<file path="src/rtl/dbus_arb_pkg.sv">
// rtl/dbus_arb_pkg.sv - bus widths and state encoding shared by dbus_arb
//
// Provides the data-bus geometry (XLEN, BUS_WIDTH, BUS_ACC_CNT), the arbiter
// state encoding, and a helper that sizes the master-0 weight counter.
package dbus_arb_pkg;

   localparam int XLEN        = 32;
   localparam int BUS_WIDTH   = 32;
   localparam int BUS_ACC_CNT = 4;
   localparam int ACC_W       = $clog2(BUS_ACC_CNT);

   typedef enum logic {
      DBUS_ARB_IDLE = 1'b0,
      DBUS_ARB_BUSY = 1'b1
   } dbus_arb_state_e;

   // Counter must hold values 0..weight inclusive.
   function automatic int wcnt_width(input int weight);
      return (weight < 1) ? 1 : $clog2(weight + 1);
   endfunction

endpackage

</file>
<file path="src/rtl/dbus_arb_pick.sv">
// rtl/dbus_arb_pick.sv - combinational arbitration rule for dbus_arb
//
// Decides which master wins a free bus this cycle.
//   req0, req1 : master requests
//   last       : winner of the previous completed transaction (1 = master 1)
//   wcnt       : consecutive master-0 grants since master 1 was last served
//   sel        : 0 = master 0 wins, 1 = master 1 wins
// Macro DBUS_ARB_RR_EN selects weighted round-robin; otherwise master 1
// (debug) wins every tie and last/wcnt are ignored.
module dbus_arb_pick
   import dbus_arb_pkg::*;
#(
   parameter int M0_WEIGHT = 1,
   parameter int WCNT_W    = 1
) (
   input  logic              req0,
   input  logic              req1,
   input  logic              last,
   input  logic [WCNT_W-1:0] wcnt,
   output logic              sel
);

`ifdef DBUS_ARB_RR_EN
   localparam logic [WCNT_W-1:0] WMAX = WCNT_W'(M0_WEIGHT);

   // Master 1 is owed the bus once master 0 has used up its weight in a row.
   logic m1_turn;
   assign m1_turn = !last && (wcnt >= WMAX);
   assign sel     = req1 && (!req0 || m1_turn);
`else
   logic unused_rr;
   assign unused_rr = last ^ (^wcnt) ^ (M0_WEIGHT < 0);
   assign sel       = req1;
`endif

endmodule

</file>
<file path="src/rtl/dbus_arb.sv">
// rtl/dbus_arb.sv - two-master arbiter in front of the data-bus interconnect
//
// Grants the bus to one master per transaction and holds the grant until the
// interconnect returns resp or fault. The request path is combinational, so an
// uncontended access sees no extra latency.
//   clk, rst          : clock, synchronous active-high reset
//   m0_* / m1_*       : master 0 (load/store unit) / master 1 (debug SBA)
//                       req/addr/w_rb/acc/wdata in, resp/rdata/fault out
//   s_*               : single master port toward the interconnect
// Macro DBUS_ARB_RR_EN enables weighted round-robin (M0_WEIGHT consecutive
// master-0 grants per master-1 grant); default is fixed priority to master 1.
module dbus_arb
   import dbus_arb_pkg::*;
#(
   parameter int M0_WEIGHT = 1
) (
   input  logic                 clk,
   input  logic                 rst,
   input  logic                 m0_req,
   input  logic [XLEN-1:0]      m0_addr,
   input  logic                 m0_w_rb,
   input  logic [ACC_W-1:0]     m0_acc,
   input  logic [BUS_WIDTH-1:0] m0_wdata,
   output logic                 m0_resp,
   output logic [BUS_WIDTH-1:0] m0_rdata,
   output logic                 m0_fault,
   input  logic                 m1_req,
   input  logic [XLEN-1:0]      m1_addr,
   input  logic                 m1_w_rb,
   input  logic [ACC_W-1:0]     m1_acc,
   input  logic [BUS_WIDTH-1:0] m1_wdata,
   output logic                 m1_resp,
   output logic [BUS_WIDTH-1:0] m1_rdata,
   output logic                 m1_fault,
   output logic                 s_req,
   output logic [XLEN-1:0]      s_addr,
   output logic                 s_w_rb,
   output logic [ACC_W-1:0]     s_acc,
   output logic [BUS_WIDTH-1:0] s_wdata,
   input  logic                 s_resp,
   input  logic [BUS_WIDTH-1:0] s_rdata,
   input  logic                 s_fault
);

   localparam int WCNT_W = wcnt_width(M0_WEIGHT);

   dbus_arb_state_e   state, state_nxt;
   logic              owner, owner_nxt;
   logic              last;
   logic [WCNT_W-1:0] wcnt;
   logic              pick_sel;
   logic              sel;
   logic              busy;
   logic              req_sel;
   logic              xfer_live;

   dbus_arb_pick #(
      .M0_WEIGHT(M0_WEIGHT),
      .WCNT_W   (WCNT_W)
   ) u_pick (
      .req0(m0_req),
      .req1(m1_req),
      .last(last),
      .wcnt(wcnt),
      .sel (pick_sel)
   );

   assign busy    = (state == DBUS_ARB_BUSY);
   assign sel     = busy ? owner : pick_sel;
   assign req_sel = sel ? m1_req : m0_req;
   // A response only belongs to someone while a transaction is open; a stray
   // resp in IDLE with nothing forwarded (e.g. just after reset) is dropped.
   assign xfer_live = busy || req_sel;

   assign m0_rdata = s_rdata;
   assign m1_rdata = s_rdata;

   always_ff @(posedge clk) begin
      if (rst) begin
         state <= DBUS_ARB_IDLE;
         owner <= 1'b0;
      end else begin
         state <= state_nxt;
         owner <= owner_nxt;
      end
   end

   always_comb begin
      state_nxt = state;
      owner_nxt = owner;
      case (state)
         DBUS_ARB_IDLE: begin
            // Same-cycle completion never enters BUSY.
            if (req_sel && !s_resp && !s_fault) begin
               state_nxt = DBUS_ARB_BUSY;
               owner_nxt = sel;
            end
         end
         DBUS_ARB_BUSY: begin
            if (s_resp || s_fault) state_nxt = DBUS_ARB_IDLE;
         end
         default: state_nxt = DBUS_ARB_IDLE;
      endcase
   end

   always_comb begin
      s_addr   = sel ? m1_addr  : m0_addr;
      s_w_rb   = sel ? m1_w_rb  : m0_w_rb;
      s_acc    = sel ? m1_acc   : m0_acc;
      s_wdata  = sel ? m1_wdata : m0_wdata;
      s_req    = 1'b0;
      m0_resp  = 1'b0;
      m1_resp  = 1'b0;
      m0_fault = 1'b0;
      m1_fault = 1'b0;
      if (!rst) begin
         s_req = req_sel;
         if (xfer_live) begin
            m0_resp  = s_resp  && !sel;
            m1_resp  = s_resp  &&  sel;
            m0_fault = s_fault && !sel;
            m1_fault = s_fault &&  sel;
         end
      end
   end

`ifdef DBUS_ARB_RR_EN
   localparam logic [WCNT_W-1:0] WMAX = WCNT_W'(M0_WEIGHT);

   logic done;
   assign done = xfer_live && (s_resp || s_fault);

   always_ff @(posedge clk) begin
      if (rst) begin
         last <= 1'b1;
         wcnt <= '0;
      end else if (done) begin
         last <= sel;
         if (sel)
            wcnt <= '0;
         else if (wcnt < WMAX)
            wcnt <= wcnt + WCNT_W'(1);
      end
   end
`else
   assign last = 1'b1;
   assign wcnt = '0;
`endif

endmodule

</file>
<file path="config.mk">
export PLATFORM = sky130hd
export DESIGN_NAME = dbus_arb
export DESIGN_NICKNAME = d
export VERILOG_FILES = /design/src/rtl/dbus_arb_pkg.sv /design/src/rtl/dbus_arb_pick.sv /design/src/rtl/dbus_arb.sv
export SDC_FILE = /design/constraint.sdc
export NUM_CORES = 1
export LEC_CHECK = 0
export CORE_AREA = 2 2 119 121
export DETAILED_ROUTE_END_ITERATION = 16
export DIE_AREA = 0 0 121 123
export MAX_ROUTING_LAYER = met4
export PLACE_DENSITY = 0.61
export SYNTH_ARGS = -nofsm -noshare
export SYNTH_HDL_FRONTEND = slang
export SYNTH_SLANG_ARGS = --single-unit
</file>
<file path="constraint.sdc">
create_clock -name clk -period 2.3 [get_ports clk]
set_input_delay 0.46 -clock clk [delete_from_list [all_inputs] [get_ports clk]]
set_output_delay 0.46 -clock clk [all_outputs]
set_load 0.05 [all_outputs]
</file>
==> results.py <==
metrics = {
    "logic_synthesis": {
        "synthesis.area_per_instance_um2": 8.947,
        "synth_top_area_cell": "sky130_fd_sc_hd__mux2_2",
        "ys_types": 16,
        "cell_area_after_synthesis_um2": 1423,
        "ys.warnings.count": 0,
        "synth_largest_type_area_fraction_pct": 46.70,
        "mappedNetlistNets": 331,
        "synth.area.top_cells": "sky130_fd_sc_hd__mux2_2 47%, sky130_fd_sc_hd__buf_4 35%, sky130_fd_sc_hd__mux2_1 6.3%",
        "netlist_instances": 159,
        "ys_seq_area_share_pct": 2.814,
        "yosys_register_bits": 2,
    },
    "worst_setup_path": {
        "worstPathCellList": "clkdlybuf4s15_1, mux2i_4, buf_6, clkbuf_16, mux2_2, buf_6",
        "crit_path_end_kind": "primary output",
        "crit_slowest_cell": "sky130_fd_sc_hd__mux2_2",
        "cp_num_buf_inv": 4,
        "cp_max_fo": 9,
        "worst_path_required_ps": 1840,
        "setup.worst_path.start_class": "primary input",
        "crit_path_category": "primary input to primary output",
        "critical_path.max_stage_delay_ps": 340,
        "cpLargestDelayFamily": "buffers and inverters",
        "path_common_cell": "sky130_fd_sc_hd__buf_6",
        "crit_arrival_ps": 1770,
    },
    "clock_network": {
        "clock_latency_ps": 220,
        "cts_sinks": 2,
        "tritoncts": "done",
        "cts_buffers": 3,
        "cts.path.max_buffers": 2,
        "cts.htree.levels": 1,
        "clk_pin_slew_ps": 30,
        "cts.hold.buffers_added": 0,
        "root_buffer": "sky130_fd_sc_hd__clkbuf_16",
    },
    "sta": {
        "finalClockSkew_ps": 0.5815,
        "drv_slew": 0,
        "final_period_minus_worst_setup_slack_ps": 2226,
        "holdWs_ps": 613.3,
        "slew_hr_pct": 80.15,
        "setup_viol": 0,
        "final-hold-violation-count": 0,
        "fmaxAchievable_mhz": 449.2,
        "min_period_over_period_pct": 96.79,
        "worst_pin_slew_ps": 295.1,
    },
    "outcome": {
        "outcome": "completed",
    },
    "floorplanning": {
        "initial_utilization_pct": 10.45,
        "floorplan.die_area_um2": 14880,
        "number_of_core_rows": 43,
        "die_x_um": 121,
        "top_level_ports": 308,
        "design.core.area_um2": 13610,
        "die_h_um": 123,
    },
    "global_route": {
        "antenna_violations_before_repair": 0,
        "grt_pass1_vias": 1844,
        "gr-usage-all-layers_pct": 8.088,
        "grt_start_max_net_pins": 33,
        "global_route.overflow_total": 0,
        "wire_length_of_the_first_global_routing_pass_um": 9101,
    },
    "layout": {
        "layout-area-overhead-vs-synth_pct": 143.9,
        "layout-drive-gt1-share_pct": 47.12,
        "layout.nets": 486,
        "ant_diodes": 0,
        "final_cell_count_no_fill": 492,
    },
    "detailed_routing": {
        "antenna_left": 0,
        "drt_pass1_iterations": 4,
        "drt_first_iter_violations": 15,
        "drc": 0,
        "drt-total-wl_um": 6937,
        "route.vias.total": 1681,
        "wire_per_inst_um": 14.10,
        "viasPerCell": 3.417,
    },
    "place": {
        "place_inst": 483,
        "place.port_buffers": 211,
        "detailed_place_hpwl_um": 5493,
        "finalWeightedCongestion": 0.7351,
    },
    "pwr": {
        "pwr_density_cell_nw_per_um2": 390.6,
        "worst_ir_drop_vdd_mv": 0.1548,
        "total_leakage_power_nw": 1.386,
    },
    "job": {
        "maxCapViolations": 0,
    },
    "hold_path": {
        "worst_hold_path_type": "register to register",
    },
}
-- layout make-up --
cell class / instances / area (um2)
Sequential cell: 2 / 43.79
Fill cell: 1436 / 10140
Inverter: 1 / 3.754
Clock buffer: 3 / 75.07
Multi-Input combinational cell: 85 / 870.8
Timing Repair Buffer: 221 / 2251
Tap cell: 180 / 225.2
-- cell families after synthesis --
group                  after synthesis  synth area share (%)
DFF                                  2                 2.815
and+or+nand+nor                     12                 4.046
buffers and inverters               72                 36.85
AOI/OAI and AO/OA                    5                 2.551
muxes                               68                 53.74
-- per-stage QoR --
stage                     setup WS (ps)  total power, mW  instance area (um2)  util (%)  setup TNS (ps)
after floorplan                   39.66           0.8883                 1423         -               0
after CTS                         8.092            1.310                 3286     24.14               0
after global routing             -3.399            1.408                 3470     25.49          -3.399
after global placement           -126.2            1.020                 3164     23.25           -7567
final                             73.90            1.355                 3470     25.49               0
after detailed placement         -175.8            1.026                 3164     23.25           -9897
-- worst register-to-register path, stage by stage, from the launching register on --
cell                      delay, ps
sky130_fd_sc_hd__dfxtp_4        360
sky130_fd_sc_hd__nor3_1         210
sky130_fd_sc_hd__a21bo_2        170
sky130_fd_sc_hd__a21oi_1         50
-- power breakdown --
group	switching [mW]	internal, mW	total (mW)
logic	0.548	0.507	1.06
registers	0.00286	0.0359	0.0388
clock network	0.0400	0.221	0.261
-- cells in the final DEF, fill, tap and decap left out, drive strengths merged, types with 2 or more instances in the layout --
cell type      Yosys  routed
buf               71      79
mux2              67      67
nand2b             3       3
nor3               2       2
a21oi              2       2
clkbuf             0       6
clkdlybuf4s50      0     138
dfxtp              2       2
nor2               5       5
-- state kept, by name, indices dropped and copies added, names as in the netlist --
signal  flops
owner       1
busy        1
-- path summary, 6_finish.rpt --
check	start	endpoint	slack, ps	cells past startpoint
max	m1_req	s_addr[19]	70	6
max reg2reg	busy	owner	1390	3
min	busy	busy	610	2
min reg2reg	busy	busy	610	2
-- cell usage after synthesis --
cell type and number:
sky130_fd_sc_hd__a21bo_2 1, sky130_fd_sc_hd__a21boi_0 1, sky130_fd_sc_hd__a21oi_1 2, sky130_fd_sc_hd__a311oi_1 1, sky130_fd_sc_hd__buf_2 5, sky130_fd_sc_hd__buf_4 66
sky130_fd_sc_hd__dfxtp_1 2, sky130_fd_sc_hd__inv_1 1, sky130_fd_sc_hd__mux2_1 8, sky130_fd_sc_hd__mux2_2 59, sky130_fd_sc_hd__mux2i_1 1, sky130_fd_sc_hd__nand2_1 1
sky130_fd_sc_hd__nand2b_1 3, sky130_fd_sc_hd__nor2_1 5, sky130_fd_sc_hd__nor3_1 2, sky130_fd_sc_hd__nor4_1 1
-- what timing repair did --
action                                  CTS  global route
setup buffers                             2             0
gates resized for setup                   4            30
gates cloned                              1             3
endpoints found under the setup margin   67            39
-- per-layer routing --
layer | up-vias | part of all wire [%] | global-route usage, %
met5 | - | 0 | -
met3 | 26 | 9.4 | 2.260
li1 | 793 | - | -
met4 | 0 | 2.6 | 3.416
met1 | 742 | 37 | 8.366
met2 | 120 | 51 | 14.43
No activity file was read; power rests on OpenSTA's default activity.
